<file path="src/rtl/age_issue_queue.sv">
// Oldest-first issue queue with wakeup; an entry eligible in cycle t shows on iss_valid at t+1.
// A stalled output stage holds its contents and blocks further loads; dispatch stalls only when full.
module age_issue_queue #(
  parameter int                      DEPTH        = 16,
  parameter int                      OPCODE_WIDTH = 7,
  parameter logic [OPCODE_WIDTH-1:0] OP           = 7'b0110011,
  parameter bit                      MATCH_ALL    = 1'b0,
  parameter int                      TAG_W        = 6,
  parameter int                      PAYLOAD_W    = 64,
  parameter int                      NWAKE        = 2
) (
  input  logic                       clk,
  input  logic                       rst,
  input  logic                       flush,
  input  logic                       disp_valid,
  output logic                       disp_ready,
  input  logic [OPCODE_WIDTH-1:0]    disp_op,
  input  logic [TAG_W-1:0]           disp_src1_tag,
  input  logic [TAG_W-1:0]           disp_src2_tag,
  input  logic                       disp_src1_rdy,
  input  logic                       disp_src2_rdy,
  input  logic [PAYLOAD_W-1:0]       disp_payload,
  input  logic [NWAKE-1:0]           wake_valid,
  input  logic [NWAKE*TAG_W-1:0]     wake_tag,
  output logic                       iss_valid,
  input  logic                       iss_ready,
  output logic [OPCODE_WIDTH-1:0]    iss_op,
  output logic [PAYLOAD_W-1:0]       iss_payload,
  output logic [$clog2(DEPTH):0]     count
);
  localparam int AW = $clog2(DEPTH);
  localparam int CW = AW + 1;

  typedef struct packed {
    logic                    vld;
    logic [OPCODE_WIDTH-1:0] op;
    logic [TAG_W-1:0]        s1_tag;
    logic                    s1_rdy;
    logic [TAG_W-1:0]        s2_tag;
    logic                    s2_rdy;
    logic [PAYLOAD_W-1:0]    payload;
    logic [AW-1:0]           age;
  } entry_t;

  entry_t           ent [DEPTH];
  logic [DEPTH-1:0] elig;
  logic             free_found;
  logic [AW-1:0]    free_idx;
  logic             any_elig;
  logic [AW-1:0]    sel_idx;
  logic [AW-1:0]    sel_age;
  logic             accept;
  logic             load;

  function automatic logic woken(input logic [TAG_W-1:0]       tag,
                                 input logic [NWAKE-1:0]       wv,
                                 input logic [NWAKE*TAG_W-1:0] wt);
    logic hit;
    hit = 1'b0;
    for (int k = 0; k < NWAKE; k++) begin
      if (wv[k] && (wt[k*TAG_W +: TAG_W] == tag)) hit = 1'b1;
    end
    return hit;
  endfunction

  always_comb begin
    elig = '0;
    for (int i = 0; i < DEPTH; i++) begin
      elig[i] = ent[i].vld && (MATCH_ALL || (ent[i].op == OP)) && ent[i].s1_rdy && ent[i].s2_rdy;
    end
  end

  // Free-slot search and oldest-eligible search both use state from the start of the cycle.
  always_comb begin
    free_found = 1'b0;
    free_idx   = '0;
    any_elig   = 1'b0;
    sel_idx    = '0;
    sel_age    = '0;
    for (int i = 0; i < DEPTH; i++) begin
      if (!ent[i].vld && !free_found) begin
        free_found = 1'b1;
        free_idx   = AW'(i);
      end
      if (elig[i] && (!any_elig || (ent[i].age < sel_age))) begin
        any_elig = 1'b1;
        sel_idx  = AW'(i);
        sel_age  = ent[i].age;
      end
    end
  end

  assign disp_ready = !rst && (count != CW'(DEPTH));
  assign accept     = disp_valid && disp_ready;
  assign load       = (!iss_valid || iss_ready) && any_elig;

  always_ff @(posedge clk) begin
    if (rst) begin
      for (int i = 0; i < DEPTH; i++) ent[i].vld <= 1'b0;
      count       <= '0;
      iss_valid   <= 1'b0;
      iss_op      <= '0;
      iss_payload <= '0;
    end else if (flush) begin
      for (int i = 0; i < DEPTH; i++) ent[i].vld <= 1'b0;
      count     <= '0;
      iss_valid <= 1'b0;
    end else begin
      for (int i = 0; i < DEPTH; i++) begin
        if (ent[i].vld) begin
          if (woken(ent[i].s1_tag, wake_valid, wake_tag)) ent[i].s1_rdy <= 1'b1;
          if (woken(ent[i].s2_tag, wake_valid, wake_tag)) ent[i].s2_rdy <= 1'b1;
          if (load && (sel_idx == AW'(i))) ent[i].vld <= 1'b0;
          else if (load && (ent[i].age > sel_age)) ent[i].age <= ent[i].age - 1'b1;
        end
      end
      // The target slot was free at cycle start, so it never collides with the updates above.
      if (accept) begin
        ent[free_idx] <= '{vld:     1'b1,
                           op:      disp_op,
                           s1_tag:  disp_src1_tag,
                           s1_rdy:  disp_src1_rdy || woken(disp_src1_tag, wake_valid, wake_tag),
                           s2_tag:  disp_src2_tag,
                           s2_rdy:  disp_src2_rdy || woken(disp_src2_tag, wake_valid, wake_tag),
                           payload: disp_payload,
                           age:     AW'(count - CW'(load))};
      end
      if (load) begin
        iss_valid   <= 1'b1;
        iss_op      <= ent[sel_idx].op;
        iss_payload <= ent[sel_idx].payload;
      end else if (iss_ready) begin
        iss_valid <= 1'b0;
      end
      count <= count + CW'(accept) - CW'(load);
    end
  end
endmodule

</file>
<file path="config.mk">
export PLATFORM = sky130hd
export DESIGN_NAME = age_issue_queue
export DESIGN_NICKNAME = d
export VERILOG_FILES = /design/src/rtl/age_issue_queue.sv
export SDC_FILE = /design/constraint.sdc
export NUM_CORES = 2
export LEC_CHECK = 0
export CAP_MARGIN = 25
export CORE_MARGIN = 4
export CORE_UTILIZATION = 45
export DETAILED_ROUTE_END_ITERATION = 6
export DONT_BUFFER_PORTS = 1
export GPL_TIMING_DRIVEN = 0
export PLACE_DENSITY = 0.72
export SYNTH_ARGS = -nofsm -noshare
export SYNTH_HDL_FRONTEND = slang
export SYNTH_SLANG_ARGS = --single-unit
export TNS_END_PERCENT = 100
</file>
<file path="constraint.sdc">
create_clock -name clk -period 29.7 [get_ports clk]
set_input_delay 4.455 -clock clk [delete_from_list [all_inputs] [get_ports clk]]
set_output_delay 4.455 -clock clk [all_outputs]
set_load 0.05 [all_outputs]
</file>
# Word level (Yosys, flattened, before mapping)
# Memories as Yosys holds them, arrays and structs flattened. A register that Yosys moved wholly into a read port is not among the register bits.
# Index checks and enable logic that the tools add are counted.
[totals] mem_bits_rw=1440 output_inout_bits=78 reg_bits=6 input_bits=104 wordCells=1061 memories=1
[mem_list] name="ent" words=16 word_bits=90 read_ports=17 rd_ports_with_merged_regs=1 write_ports=17 line_no="45" rtl="entry_t ent [DEPTH];"
[classes] n_eq_ne=100 bitwise=33 n_addsub=19 n_reduce_logical=249 magnitude_cmp=31 muxes=626
[op_table] cell="1-bit 2-to-1 mux" count=582
[op_table] cell="6-bit equality test" count=68
[op_table] cell="1-bit logical AND" count=181
[op_table] cell="4-bit 2-to-1 mux" count=44
[op_table] cell="7-bit by 6-bit equality test with 1-bit output (second input constant)" count=16
[op_table] cell="4-bit greater-than comparator" count=16
[op_table] cell="4-bit by 1-bit subtractor with 4-bit output (second input constant)" count=16
[op_table] cell="4-bit less-than comparator" count=15
[op_table] cell="1-bit logical NOT" count=46
[op_table] cell="4-bit equality test (second input constant)" count=8
[op_table] cell="1-bit OR" count=32
[op_table] cell="1-bit logical OR" count=18
[op_table] cell="4-bit by 3-bit equality test with 1-bit output (second input constant)" count=4
[op_table] cell="4-bit by 2-bit equality test with 1-bit output (second input constant)" count=2
[op_table] cell="5-bit by 1-bit adder with 5-bit output" count=1
[op_table] cell="5-bit inequality test (second input constant)" count=1
[op_table] cell="5-bit by 1-bit subtractor with 5-bit output" count=1
[op_table] cell="4-bit by 1-bit equality test with 1-bit output (second input constant)" count=1
[op_table] cell="4-bit logical NOT" count=1
[op_table] cell="4-bit by 1-bit subtractor with 4-bit output" count=1
[op_table] cell="2-bit AND reduction" count=1
[op_table] cell="2-bit nonzero test" count=1
[op_table] cell="2-bit OR reduction" count=1
[op_table] cell="1-bit inverter" count=1

# Depth between registers and ports, before layout
# An unclocked memory read counts as a cell.
[logic_depth] word_depth=74 depth_mapped=135 ltp_nobuf=129

# Worst setup path before layout
# Ideal clock, no wire load.
[synth_timing] path_kind="register to register" startpoint="memory ent[0][84] (netlist bit)" endpoint="memory ent[5][0] (netlist bit), enable pin" stages_incl_launch_ff=126 required_ns=29.353 slack_ns=5.767 t_arrival_ns=23.586 path_cell_list="edfxtp_1 nand2b_1 nor4_2 nand2_1 ha_1 a2111oi_2 o21ai_0 a32o_1 inv_1 ha_1 o21a_1 o21a_1 o22a_1 a21boi_1 nor2_1 mux2i_1 ha_1 a21o_1 [90 not listed] and2_4 buf_4 o21ai_0 ha_1 o21ai_0 a211oi_1 o2111ai_1 o311a_1 a21boi_4 a21oi_2 buf_2 buf_1 o21ai_0 ha_1 nand4_1 mux2i_1 or4_1 a22oi_1"
[synth_rtl] element="start, declared" line_no="45"

==> results by stage <==
Placed design:
- At the end of routability-driven placement, the weighted congestion stood at just over 0.9.
- The count of input and output buffers is 0.
- The sum of net half-perimeters after detailed placement is 129 mm.

Final layout:
- Cells with a size suffix above 1 make up 8.13% of the layout.
- The area growth from synthesis to layout is 12.9%.
- Cells fill 51.0% of the core in the end.
- The final net count is 5240.

CTS:
- The CTS tree is done.
- After clock tree synthesis, the clock-pin slew on the worst setup and hold paths is ~60 ps.
- Clock tree synthesis inserted a total of 154 buffers.
- The number of H-tree branching levels is 4.
- In this run the deepest clock path goes through 3 buffers.
- CTS placed an instance of sky130_fd_sc_hd__clkbuf_16 at the clock tree root.
- For the worst-skew pair, the clock arrives at the later sink with an insertion delay of 820 ps.
- The count of clock tree sinks is 1517.

Worst setup path:
- For flop-to-flop paths, the worst setup slack is 2010 ps.
- The most critical setup path has its endpoint at ent[5][0]$_DFFE_PP_.
- The cell type of the slowest stage on the worst timing path is sky130_fd_sc_hd__or4_1.
- For the worst setup path, the data arrival time is 28180 ps.
- For the worst flop-to-flop path, the logic depth is 129.
- In this run the worst path has a maximum fanout of 13.
- The cell with the most instances on the worst path is sky130_fd_sc_hd__ha_1.
- The delay of the slowest critical-path stage is 580 ps.
- At the worst endpoint, the required time is a little over 30000 ps.
- The setup path with the least slack is of type reg2reg.
- STA classifies the critical path endpoint as a register.
- The launch instance of the worst register-to-register path is ent[0][89]$_SDFFE_PP1P_.
- In this run the critical register-to-register path is captured at ent[5][0]$_DFFE_PP_.
- The sort of element at the start of the critical path is a register.
- The critical path starts at ent[0][89]$_SDFFE_PP1P_.

Drt:
- In this run, the number of DRC markers left after iteration 0 of detailed routing was roughly 5500.
- After detailed routing, the number of remaining DRC violations is 0.
- The via count is 43900.
- Dividing the detail-routed via count by the number of cells gives 6.19.
- The routed design has 199 mm of wire.
- The final antenna-violating net count is 0.
- Before antenna repair, the detailed router went through 6 iterations.
- In the final routed layout, each cell accounts on average for 28.0 um.

Power:
- For this design the static power due to leakage is 25.6 nW.
- The internal power is about 3.5 mW.
- The logic gate share of total power is 1.8%.
- The net switching power figure is around 900 uW.
- The sequential share of power is 53.4%.
- Net switching is 20.6% of the power.
- The power per standard cell area is 58.2 nW/um^2.
- IR analysis of the VDD net gives a maximum drop of 0.0508 mV.
- The clock group share of total power is 44.9%.
- The design draws 4.38 mW.

Synth:
- The area share of the leading cell type in the synthesized netlist is 62.7%.
- The Yosys step of the flow raised 0 warnings.
- The most used flip-flop cell after synthesis is sky130_fd_sc_hd__edfxtp_1.
- The share of flip-flops with an asynchronous set or reset after synthesis is 0%.
- Yosys mapped a number of flops with a built-in enable equal to 1392.
- In the synthesized netlist, the number of instances is ~4800.
- The commonest cells after synthesis are 1392 x sky130_fd_sc_hd__edfxtp_1, 322 x sky130_fd_sc_hd__mux2i_1, 314 x sky130_fd_sc_hd__xnor2_1.
- The mean area per synthesized cell is ~14 um^2.
- The number of nets in the synthesized netlist is between 5000 and 6000.
- The cell type contributing the most total cell area after synthesis is sky130_fd_sc_hd__edfxtp_1.
- Ranked by total cell area, the synthesized netlist is headed by sky130_fd_sc_hd__edfxtp_1 63%, sky130_fd_sc_hd__mux2i_1 4.8%, sky130_fd_sc_hd__xnor2_1 4.1%, sky130_fd_sc_hd__dfxtp_1 3.8%, sky130_fd_sc_hd__o21ai_0 2.1%.
- Synthesis inferred approximately 1500 register bits.
- For this run, the register share of the synthesized area comes to 66.4%.
- The netlist area before placement is 66700 um^2.
- The most frequent cell after synthesis is sky130_fd_sc_hd__edfxtp_1.
- The post-synthesis cell type count is 96.

Hold path:
- The tightest min-delay check is of the reg2reg type.

GRT:
- The total overflow left after global routing is 0.
- Global routing consumed, over all layers together, 25.1% of the routing resources.
- Entering global routing, the biggest net connects 69 pins.
- The initial antenna violation count is 6.
- The number of global-route vias before repair came to 42100.
- The first global-routing pass estimated approximately 280 mm of wire.

STA:
- The clock skew is 62.5 ps.
- The portion of the clock cycle consumed by the worst path in the final layout is between 90% and 100%.
- The shortest clock period the worst path allows after layout is 27690 ps.
- Setup violations remaining at the end of the flow were counted as 0.
- For the pin with the worst max-slew slack, the measured transition is approximately 1200 ps.
- Setup repair after global routing left no endpoint under its margin.
- The highest achievable clock rate is 0.0361 GHz.
- The total count of max-transition violations in the final report is 0.
- The final-report hold violation count is 0.
- The relative max-transition margin is 21.9%.

Die:
- From left edge to right edge, the die measures 393 um.
- The initial cell density of the core is 45.2%.
- During I/O placement, the number of pins put on the boundary was 182.
- The vertical extent of the die is 393 um.
- The area inside the core boundary is 147000 um^2.
- The site row count is 141.
- The die covers 154000 um^2.

Status:
- The flow ran to the end, and the final reports show no timing, DRC or antenna violations.

Job:
- The tool flagged a number of max-cap violations equal to 0.
==> logic make-up (layout without fill, tap and decap cells) <==
group / after synthesis / after routing / synth area share (%)
compound gates: 1107 / 1107 / 11.0
flops: 1517 / 1517 / 66.4
mux: 355 / 355 / 5.40
other cells: 0 / 4 / 0
simple gates: 899 / 899 / 6.59
buf+inv: 384 / 709 / 2.36
fa+ha+maj: 112 / 112 / 2.08
xor+xnor: 466 / 466 / 6.12
==> layer usage <==
metal / global-route usage (%) / part of all wire, % / up-vias
li1: - / - / 18900
met1: 32.6 / 38 / 21900
met2: 39.5 / 46 / 2619
met3: 7.08 / 12 / 509
met4: 11.1 / 4.6 / 4
met5: 0 / 0.016 / -
==> flip-flops by register name, indices dropped and copies added (netlist names) <==
name,count
iss_payload,64
iss_op,7
iss_valid,1
count,5
ent,1440
==> stage by stage <==
step	instance area, um^2	setup WS, ps	hold slack, ps	TNS, ps	std cells
final	75300	2010	524	0	7099
after floorplan	66700	5770	479	0	4840
after global placement	69100	-25.7	494	-103	6770
after detailed placement	69900	1030	506	0	6802
after CTS	75100	860	518	0	7088
after global routing	75300	87.2	548	0	7096
==> how the worst min path moves through the flow <==
stage | end | slack, ps | cells past startpoint | start
final | ent[14][75]$_DFF_P_ | 520 | 2 | ent[14][75]$_DFF_P_
after global routing | ent[12][75]$_DFF_P_ | 550 | 2 | ent[12][75]$_DFF_P_
after CTS | ent[6][68]$_DFF_P_ | 520 | 2 | ent[6][68]$_DFF_P_
after detailed placement | ent[6][68]$_DFF_P_ | 510 | 2 | ent[6][68]$_DFF_P_
after global placement | ent[1][68]$_DFF_P_ | 490 | 2 | ent[1][68]$_DFF_P_
after floorplan | ent[13][75]$_DFF_P_ | 480 | 2 | ent[13][75]$_DFF_P_
==> critical path: cells and delay by family, from the launching register on <==
kind	cells	cell delay [ps]
adders and majority gates	16	4640
and+or+nand+nor	32	4860
AOI/OAI and AO/OA	54	12830
buffers and inverters	20	2980
muxes	7	1520
DFF	1	460
==> power groups by stage <==
stage          clock, mW  sequential, mW  combinational (mW)
2_1_floorplan          0            2.38              0.0521
3_3_place_gp           0            2.38              0.0726
3_5_place_dp           0            2.38              0.0753
4_1_cts             1.98            2.34              0.0759
5_1_grt             2.07            2.34              0.0819
6_report            1.97            2.34              0.0772
==> final cells by class <==
class                           instances  area [um^2]
Inverter                               95          392
Multi-Input combinational cell       2939        20900
Buffer                                289         1260
Timing Repair Buffer                   39          811
Clock inverter                         78          986
Antenna cell                            4         10.0
Tap cell                             1930         2410
Clock buffer                          208         4210
Sequential cell                      1517        44300
Fill cell                           12100        72200
==> placed cells by master, fill, tap and decap left out, drive strengths merged, types with 14 or more instances in the layout <==
| master | synthesis | routed |
|---|---|---|
| a211oi | 59 | 59 |
| a21o | 23 | 23 |
| a21oi | 175 | 175 |
| a22o | 51 | 51 |
| a22oi | 131 | 131 |
| a311oi | 16 | 16 |
| a31oi | 64 | 64 |
| and2 | 20 | 20 |
| buf | 84 | 121 |
| clkbuf | 205 | 415 |
| clkinv | 0 | 56 |
| dfxtp | 125 | 125 |
| edfxtp | 1392 | 1392 |
| ha | 100 | 100 |
| inv | 95 | 99 |
| mux2 | 33 | 33 |
| mux2i | 322 | 322 |
| nand2 | 287 | 287 |
| nand2b | 18 | 18 |
| nand3 | 71 | 71 |
| nand4 | 93 | 93 |
| nand4b | 14 | 14 |
| nor2 | 245 | 245 |
| nor3 | 30 | 30 |
| nor4 | 14 | 14 |
| o2111ai | 19 | 19 |
| o211ai | 56 | 56 |
| o21a | 15 | 15 |
| o21ai | 346 | 346 |
| o21bai | 21 | 21 |
| o221ai | 23 | 23 |
| o311ai | 22 | 22 |
| or3 | 14 | 14 |
| or4 | 40 | 40 |
| xnor2 | 314 | 314 |
| xor2 | 152 | 152 |
==> what timing repair did <==
item | 4_1_cts | 5_1_grt
setup endpoints to repair | 0 | 91
endpoints found under the hold margin | 0 | 0
resized for setup | 0 | 14
hold buffers | 0 | 0
setup buffers | 0 | 3
Power figures use the tool's default switching activity.
